### src/rtl/div_pkg.sv
// Shared types and constants for the sequential restoring divider.
package div_pkg;

   localparam int unsigned DIV_WIDTH = 5;
   localparam int unsigned CNT_W     = $clog2(DIV_WIDTH + 1);

   typedef logic [1:0] state_t;

   localparam state_t StIdle = 2'd0;
   localparam state_t StCalc = 2'd1;
   localparam state_t StDone = 2'd2;

endpackage

### src/rtl/trial_subtractor.sv
// Combinational ripple-borrow subtractor: diff_o = a_i - b_i, borrow_out_o set when a_i < b_i.
module trial_subtractor
   import div_pkg::*;
#(
   parameter int unsigned W = DIV_WIDTH + 1
) (
   input  logic [W-1:0] a_i,
   input  logic [W-1:0] b_i,
   output logic [W-1:0] diff_o,
   output logic         borrow_out_o
);

   logic [W:0] borrow;

   assign borrow[0] = 1'b0;

   for (genvar i = 0; i < W; i++) begin : g_stage
      assign diff_o[i]     = a_i[i] ^ b_i[i] ^ borrow[i];
      assign borrow[i + 1] = (~a_i[i] & b_i[i]) | (~(a_i[i] ^ b_i[i]) & borrow[i]);
   end

   assign borrow_out_o = borrow[W];

endmodule

### src/rtl/seq_divider_5bit.sv
// Multi-cycle unsigned restoring divider, one quotient bit per clock, start/done handshake.
// Define SIGNED_DIV_EN to add two's-complement operation (signed_in / overflow ports).
module seq_divider_5bit
   import div_pkg::*;
#(
   parameter int unsigned WIDTH = DIV_WIDTH
) (
   input  logic             clk,
   input  logic             reset,
`ifdef SIGNED_DIV_EN
   input  logic             signed_in,
   output logic             overflow,
`endif
   input  logic             start_in,
   input  logic [WIDTH-1:0] dividend_in,
   input  logic [WIDTH-1:0] divisor_in,
   output logic             busy,
   output logic             done,
   output logic [WIDTH-1:0] quotient,
   output logic [WIDTH-1:0] remainder,
   output logic             div_by_zero
);

   localparam int unsigned CntW = $clog2(WIDTH + 1);

   state_t            state_q, state_d;
   logic [WIDTH:0]    p_q, p_d;
   logic [WIDTH-1:0]  a_q, a_d;
   logic [WIDTH-1:0]  dvs_q, dvs_d;
   logic [WIDTH-1:0]  dvd_q, dvd_d;
   logic [CntW-1:0]   cnt_q, cnt_d;
   logic [WIDTH-1:0]  quo_q, quo_d;
   logic [WIDTH-1:0]  rem_q, rem_d;
   logic              busy_q, busy_d;
   logic              done_q, done_d;
   logic              dbz_q, dbz_d;

   logic [WIDTH:0]    p_sh;
   logic [WIDTH:0]    diff;
   logic              borrow;
   logic              take;
   logic [WIDTH-1:0]  dvd_mag;
   logic [WIDTH-1:0]  dvs_mag;

`ifdef SIGNED_DIV_EN
   logic neg_q_q, neg_q_d;
   logic neg_r_q, neg_r_d;
   logic ovf_pend_q, ovf_pend_d;
   logic ovf_q, ovf_d;

   assign dvd_mag = (signed_in && dividend_in[WIDTH-1]) ? -dividend_in : dividend_in;
   assign dvs_mag = (signed_in && divisor_in[WIDTH-1]) ? -divisor_in : divisor_in;
   assign overflow = ovf_q;
`else
   assign dvd_mag = dividend_in;
   assign dvs_mag = divisor_in;
`endif

   assign p_sh = {p_q[WIDTH-1:0], a_q[WIDTH-1]};

   trial_subtractor #(
      .W (WIDTH + 1)
   ) u_trial_subtractor (
      .a_i          (p_sh),
      .b_i          ({1'b0, dvs_q}),
      .diff_o       (diff),
      .borrow_out_o (borrow)
   );

   // A bit shifted out of P means the trial value certainly exceeds the divisor.
   assign take = ~borrow | p_q[WIDTH];

   always_comb begin
      state_d = state_q;
      p_d     = p_q;
      a_d     = a_q;
      dvs_d   = dvs_q;
      dvd_d   = dvd_q;
      cnt_d   = cnt_q;
      quo_d   = quo_q;
      rem_d   = rem_q;
      busy_d  = busy_q;
      done_d  = 1'b0;
      dbz_d   = dbz_q;
`ifdef SIGNED_DIV_EN
      neg_q_d    = neg_q_q;
      neg_r_d    = neg_r_q;
      ovf_pend_d = ovf_pend_q;
      ovf_d      = ovf_q;
`endif
      unique case (state_q)
         StIdle: begin
            // The done cycle is still part of the hand-off, so a start there is ignored.
            if (start_in && !done_q) begin
               dvd_d  = dividend_in;
               a_d    = dvd_mag;
               dvs_d  = dvs_mag;
               p_d    = '0;
               cnt_d  = CntW'(WIDTH);
               busy_d = 1'b1;
               dbz_d  = 1'b0;
`ifdef SIGNED_DIV_EN
               neg_q_d    = signed_in && (dividend_in[WIDTH-1] ^ divisor_in[WIDTH-1]);
               neg_r_d    = signed_in && dividend_in[WIDTH-1];
               ovf_pend_d = signed_in && (dividend_in == {1'b1, {(WIDTH-1){1'b0}}})
                            && (divisor_in == '1);
               ovf_d      = 1'b0;
`endif
               state_d = (divisor_in == '0) ? StDone : StCalc;
            end
         end
         StCalc: begin
            p_d   = take ? diff : p_sh;
            a_d   = {a_q[WIDTH-2:0], take};
            cnt_d = cnt_q - CntW'(1);
            if (cnt_q == CntW'(1)) begin
               state_d = StDone;
            end
         end
         StDone: begin
            done_d  = 1'b1;
            busy_d  = 1'b0;
            state_d = StIdle;
            if (dvs_q == '0) begin
               quo_d = '1;
               rem_d = dvd_q;
               dbz_d = 1'b1;
            end else begin
`ifdef SIGNED_DIV_EN
               quo_d = neg_q_q ? -a_q : a_q;
               rem_d = neg_r_q ? -p_q[WIDTH-1:0] : p_q[WIDTH-1:0];
               ovf_d = ovf_pend_q;
`else
               quo_d = a_q;
               rem_d = p_q[WIDTH-1:0];
`endif
            end
         end
         default: state_d = StIdle;
      endcase
   end

   always_ff @(posedge clk) begin
      if (reset) begin
         state_q <= StIdle;
         p_q     <= '0;
         a_q     <= '0;
         dvs_q   <= '0;
         dvd_q   <= '0;
         cnt_q   <= '0;
         quo_q   <= '0;
         rem_q   <= '0;
         busy_q  <= 1'b0;
         done_q  <= 1'b0;
         dbz_q   <= 1'b0;
`ifdef SIGNED_DIV_EN
         neg_q_q    <= 1'b0;
         neg_r_q    <= 1'b0;
         ovf_pend_q <= 1'b0;
         ovf_q      <= 1'b0;
`endif
      end else begin
         state_q <= state_d;
         p_q     <= p_d;
         a_q     <= a_d;
         dvs_q   <= dvs_d;
         dvd_q   <= dvd_d;
         cnt_q   <= cnt_d;
         quo_q   <= quo_d;
         rem_q   <= rem_d;
         busy_q  <= busy_d;
         done_q  <= done_d;
         dbz_q   <= dbz_d;
`ifdef SIGNED_DIV_EN
         neg_q_q    <= neg_q_d;
         neg_r_q    <= neg_r_d;
         ovf_pend_q <= ovf_pend_d;
         ovf_q      <= ovf_d;
`endif
      end
   end

   assign busy        = busy_q;
   assign done        = done_q;
   assign quotient    = quo_q;
   assign remainder   = rem_q;
   assign div_by_zero = dbz_q;

endmodule

### config.mk
export PLATFORM = sky130hd
export DESIGN_NAME = seq_divider_5bit
export DESIGN_NICKNAME = d
export VERILOG_FILES = /design/src/rtl/div_pkg.sv /design/src/rtl/trial_subtractor.sv /design/src/rtl/seq_divider_5bit.sv
export SDC_FILE = /design/constraint.sdc
export NUM_CORES = 1
export LEC_CHECK = 0
export CAP_MARGIN = 15
export CORE_AREA = 2 2 66 68
export CTS_CLUSTER_SIZE = 10
export DETAILED_ROUTE_END_ITERATION = 12
export DIE_AREA = 0 0 68 70
export GPL_TIMING_DRIVEN = 0
export PLACE_DENSITY = 0.69
export SYNTH_ARGS = -nofsm -noshare
export SYNTH_HDL_FRONTEND = slang
export SYNTH_SLANG_ARGS = --single-unit
### constraint.sdc
create_clock -name clk -period 3 [get_ports clk]
set_input_delay 0.6 -clock clk [delete_from_list [all_inputs] [get_ports clk]]
set_output_delay 0.6 -clock clk [all_outputs]
set_load 0.05 [all_outputs]
* After elaboration in Yosys (flattened, before gate mapping)
Cells that the tools add are included.
** Storage, ports and cells
- Register bits after elaboration :: 39
- Bits in latches :: 0
- RAM bits :: 0
- Memory bits (read-only) :: 0
- Output and inout port bits :: 13
- Memories kept :: 0
** Cells by class
- Add/sub/neg operators :: 1
- Multiply operators :: 0
- Div/mod/pow operators :: 0
- Order comparisons :: 0
- Equal/unequal tests :: 6
- Shifts and indexed selects :: 0
- Multiplexer cells :: 19
- Bitwise operators :: 36
- Reduce and logical (&&, ||, !) cells :: 12
** Operators by type and width (count)
- $mux 5 :: 3
- $mux 6 :: 2
- $pmux 6 s2 :: 1
- $not 1->1 :: 11
- $and 1x1->1 :: 10
- $logic_not 5->1 :: 2
- $pmux 5 s2 :: 1
- $xor 1x1->1 :: 10
- $reduce_and 2->1 :: 4
- $mux 2 :: 3
- $ne 2x2->1 const B :: 3
- $pmux 3 s2 :: 1
- $or 1x1->1 :: 5
- $mux 1 :: 4
- $pmux 1 s2 :: 2
- $pmux 2 s2 :: 1
- $reduce_bool 2->1 :: 2
- $eq 3x1->1 const B :: 1
- $mux 3 :: 1
- $reduce_and 3->1 :: 1
- $sub 3x1->3 const B :: 1
- $eq 2x1->1 const B :: 1
- $eq 2x2->1 const B :: 1
- $logic_not 2->1 :: 1
- 2 further kinds :: 2

* Logic depth before layout (Yosys ltp)
Gate-level depths: netlist of run 1.
- Depth after elaboration :: 15
- Gate-level depth with buffers :: 10
- Gate-level depth less buffers :: 10

* Cells and area by module
A second synthesis of run 1 with hierarchy kept.
** Unflattened totals
- Cell total of the unflattened synthesis :: 203
- Area, all modules :: 1765.4 um^2
** Modules (own cells, without submodules)
- seq_divider_5bit :: times used 1, cells an instance 183, area an instance 1600.3 um^2, seq. area each 780.7 um^2
- trial_subtractor :: times used 1, cells an instance 20, area an instance 165.2 um^2, seq. area each 0.0 um^2

* Worst setup path after synthesis of run 1
No wires, ideal clock.
- Path kind :: register to register
- From :: register a_q[4]
- To :: register p_q[5]
- Setup time :: 71 ps
- Arrival :: 2804 ps
- Slack :: 125 ps
- Stages on the path, launching flop included :: 11
- Path buffers :: 0
- Clock period less this slack :: 2875 ps
- Cell sequence :: dfxtp_1 -> inv_1 -> ha_1 -> fa_1 -> fa_1 -> fa_1 -> fa_1 -> ha_1 -> nor3b_1 -> a211o_1 -> a21oi_1
** On the way
- Longest elaborated chain between the ends :: 15
** RTL lines
- from (decl) :: line seq_divider_5bit.sv:28 : logic [WIDTH-1:0] a_q, a_d;
- from (signal assigned) :: line seq_divider_5bit.sv:147 : a_q <= '0;
- from (signal assigned) :: line seq_divider_5bit.sv:165 : a_q <= a_d;
- $not 1->1 (*) :: line trial_subtractor.sv:19 : assign borrow[i + 1] = (~a_i[i] & b_i[i]) | (~(a_i[i] ^ b_i[i]) & borrow[i]);
- $and 1x1->1 (*) (2 in a row) :: line trial_subtractor.sv:19
- $or 1x1->1 (*) :: line trial_subtractor.sv:19
- $and 1x1->1 (*) :: line trial_subtractor.sv:19
- $or 1x1->1 (*) :: line trial_subtractor.sv:19
- $and 1x1->1 (*) :: line trial_subtractor.sv:19
- $or 1x1->1 (*) :: line trial_subtractor.sv:19
- $and 1x1->1 (*) :: line trial_subtractor.sv:19
- $or 1x1->1 (*) :: line trial_subtractor.sv:19
- $and 1x1->1 :: line trial_subtractor.sv:19
- $not 1->1 :: line seq_divider_5bit.sv:71 : assign take = ~borrow | p_q[WIDTH];
- $or 1x1->1 :: line seq_divider_5bit.sv:71
- $mux 6 (*) :: line seq_divider_5bit.sv:113 : p_d = take ? diff : p_sh;
- $pmux 6 s2 (*) :: line seq_divider_5bit.sv:91 : unique case (state_q)
- to (signal assigned) :: line seq_divider_5bit.sv:164 : p_q <= p_d;
- to (decl) :: line seq_divider_5bit.sv:27 : logic [WIDTH:0] p_q, p_d;
Every way passes the cells marked *; elsewhere a longest branch is shown, timed or not.
A chain may end at the register's enable or synchronous reset.

* Final worst setup path of run 1
- From :: register a_q[4]
- To :: register p_q[1]
** On the way
- Longest elaborated chain between the ends :: 15
** RTL lines (line)
- $not 1->1 (*) :: trial_subtractor.sv:19
- $and 1x1->1 (*) :: trial_subtractor.sv:19
- $and 1x1->1 :: trial_subtractor.sv:19
- $or 1x1->1 :: trial_subtractor.sv:19
- $and 1x1->1 :: trial_subtractor.sv:19
- $or 1x1->1 :: trial_subtractor.sv:19
- $and 1x1->1 :: trial_subtractor.sv:19
- $or 1x1->1 :: trial_subtractor.sv:19
- $and 1x1->1 :: trial_subtractor.sv:19
- $or 1x1->1 :: trial_subtractor.sv:19
- $and 1x1->1 :: trial_subtractor.sv:19
- $not 1->1 :: seq_divider_5bit.sv:71
- $or 1x1->1 :: seq_divider_5bit.sv:71
- $mux 6 (*) :: seq_divider_5bit.sv:113
- $pmux 6 s2 (*) :: seq_divider_5bit.sv:91
Marks and branches as above.

==> results of run 1 <==
==> final cells by class <==
cell class / count / area [um^2]
buffer: 14 / 66.3
fill: 408 / 1950
clock buffer: 5 / 68.8
tap: 52 / 65.1
timing repair buffer: 25 / 248
inverter: 10 / 37.5
sequential: 39 / 782
multi-input combinational: 143 / 902
clock inverter: 3 / 20.0
==> cells by family (layout without fill, tap and decap cells) <==
family	Yosys count	count (layout)	share of synthesized area, %
AOI/OAI and AO/OA	56	56	20.1
xor gates and xnor gates	1	1	0.496
adders and majority gates	8	8	7.37
buffers and inverters	24	57	5.88
DFF	39	39	44.2
and+or+nand+nor	78	78	22.0
==> registers in the layout (all words and copies together), names as in the netlist, 2 cells and up <==
register,flops
a_q,5
cnt_q,3
dvd_q,5
dvs_q,5
p_q,6
quotient,5
remainder,5
state_q,2
==> cells in the final DEF, fill, tap and decap left out, drive strengths merged, types with 9 or more instances in the layout <==
cell type,count
nand2,28
clkdlybuf4s50,24
dfxtp,39
a21oi,21
nand3,13
clkbuf,12
inv,10
nor2,18
a31oi,9
==> per-layer routing <==
layer / GRT usage (%) / up-vias / part of all wire [%]
li1: - / 788 / -
met1: 27.2 / 713 / 50
met2: 28.0 / 43 / 43
met3: 3.54 / 7 / 4.7
met4: 8.00 / 0 / 2.1
met5: 0 / - / 0
==> per-stage QoR <==
| stage | area [um^2] | instances | power (uW) | setup WS (ns) | hold WS (ns) |
|---|---|---|---|---|---|
| after floorplan | 1770 | 206 | 890 | 0.125 | 0.436 |
| after global routing | 2190 | 291 | 1450 | 0.0118 | 0.482 |
| after detailed placement | 2070 | 282 | 999 | -0.0858 | 0.451 |
| final | 2190 | 291 | 1370 | 0.116 | 0.460 |
| after CTS | 2180 | 290 | 1360 | 0.0351 | 0.462 |
| after global placement | 2070 | 282 | 997 | -0.0873 | 0.444 |
==> worst min-delay path, cell delays in order, from the launching register on <==
cell and delay, ns:
dfxtp_1 0.31, nand2_1 0.05, a21oi_1 0.05
==> timing repair <==
action                     4_1_cts  5_1_grt
resized for setup                4        2
setup endpoints to repair        7        7
buffers inserted                 0        1
pin swaps                        0        0
==> worst min path at each step <==
stage,from,to,cells after the start
2_1_floorplan,dvd_q[0],dvd_q[0],2
3_3_place_gp,dvd_q[1],dvd_q[1],2
3_5_place_dp,dvd_q[1],dvd_q[1],2
4_1_cts,dvd_q[1],dvd_q[1],2
5_1_grt,dvd_q[1],dvd_q[1],2
6_report,dvd_q[1],dvd_q[1],2
==> power by group through the flow <==
stage	Clock [uW]	Sequential, uW	Combinational (uW)
after floorplan	0	663	227
after global placement	0	625	372
after detailed placement	0	626	373
after CTS	363	614	386
after global routing	389	622	437
final	359	614	393
==> metrics.yaml, run 1 <==
synth.cell_area_um2: 1770
io_buffers: 24
utilization_pct: 52.8
route.vias.total: 1551
cp_common_cell: "fa_2"
run_status: "finished, final reports clean"
cts_root_buf: "clkbuf_8"
ff2ff_path_depth: 10
cp.arrival_ns: 3.11
start_util_pct: 42.6
die-area_um2: 4760
yosysMostFrequentCell: "dfxtp_1"
worst_ep_required_time_ns: 3.22
ant_nets: 0
clkSinkCount: 39
cp_top_family: "adder cells"
timing.critical_path.buf_inv: 1
cp_max_fo: 7
dieHeight_um: 70
postCtsHoldBufs: 0
fp.coreArea_um2: 4140
nets: 259
synth_area_leaders: "dfxtp_1 (44%), a21oi_1 (5.9%), nand2_1 (5.9%), fa_1 (4.5%), nor2_1 (3.8%)"
r2r-start: "a_q[4]"
synth_top_cells_by_count: "dfxtp_1 (39), nand2_1 (28), a21oi_1 (21)"
avgSynthCellArea_um2: 8.58
min_period_ns: 2.88
hpwl_um: 2910
slowest_stage: "fa_1"
slew_headroom_pct: 63.4
globalplace.congestion: 0.838
grt_overflow: 0
first_global_vias: 1442
hold_viol_final: 0
end_kind: "register"
synth_cells: 206
ys_types: 32
cts_tree: "built"
netlist.area_leader.share_pct: 44.2
routedWlPerCell_um: 13.9
finalCritPeriodShare_pct: 96.1
synth_area_leader_cell: "dfxtp_1"
peakVddDrop_mv: 0.321
p_seq_share_pct: 45.0
synth.yosys.seq_area_share_pct: 44.2
crit_start: "a_q[4]"
async_reset_ff_share_pct: 0
fin_skew_ns: 0.00980
drt_wl_total_um: 4060
antenna_found_initial: 0
grt_pass1_wl_um: 6810
grt_max_degree: 14
slowest_delay_ns: 0.38
via_per_inst: 5.33
synthFlopType: "dfxtp_1"
ys_seq_elements: 39
clkTransAtPathRegs_ns: 0.08
path_cells: "inv_1 -> ha_1 -> fa_1 -> fa_2 -> fa_2 -> fa_2 -> ha_4 -> nor3b_1 -> a211o_1 -> a21oi_1"
start_kind: "register"
r2r_slack_ns: 0.12
clk_path_buf_depth: 2
setup-violations-final: 0
numCtsBuffers: 5
drive_gt1_share_pct: 8.79
drc: 0
internal_power_uw: 896
pin_count: 26
p_sw_uw: 469
synth-edff-count: 0
p_leak_uw: 0.000756
crit_cells: 10
syn2layout_area_growth_pct: 23.9
tns_ns: 0
maxSlewViolCount: 0
p_clk_share_pct: 26.3
hp-class: "register to register"
worstReg2RegEnd: "p_q[1]"
p_comb_share_pct: 28.8
die_x_um: 68
htreeDepth: 2
powerDensity_nw_per_um2: 624
yosys_warnings: 0
switching_share_pct: 34.4
fmax_ghz: 0.347
insertedDiodeCount: 0
core.rowCount: 24
setup.worst_path.class: "register to register"
maxCapViolations: 0
first_pass_iters: 4
endpoint: "p_q[1]"
clock_latency_ns: 0.30
drt_iter0_drc: 71
rsz0062_at_grt: "no"
grtUsageTotal_pct: 19.1
syn-num-nets: 227
worst_pin_slew_ns: 0.542
Power figures use the tool's default switching activity.
==> run 2, diff against run 1 <==
--- a/config.mk
+++ b/config.mk
@@ -7,7 +7,7 @@
 export LEC_CHECK = 0
 export CAP_MARGIN = 15
 export CORE_AREA = 2 2 66 68
-export CTS_CLUSTER_SIZE = 10
+export CTS_CLUSTER_SIZE = 28
 export DETAILED_ROUTE_END_ITERATION = 12
 export DIE_AREA = 0 0 68 70
 export GPL_TIMING_DRIVEN = 0
==> results of run 2 <==
Final layout, timing and power as in run 1 (identical DEF).
==> run 3, diff against run 2 <==
--- a/config.mk
+++ b/config.mk
@@ -12,6 +12,7 @@
 export DIE_AREA = 0 0 68 70
 export GPL_TIMING_DRIVEN = 0
 export PLACE_DENSITY = 0.69
+export SKIP_LAST_GASP = 1
 export SYNTH_ARGS = -nofsm -noshare
 export SYNTH_HDL_FRONTEND = slang
 export SYNTH_SLANG_ARGS = --single-unit
==> results of run 3 <==
Final layout, timing and power as in run 1 (identical DEF).
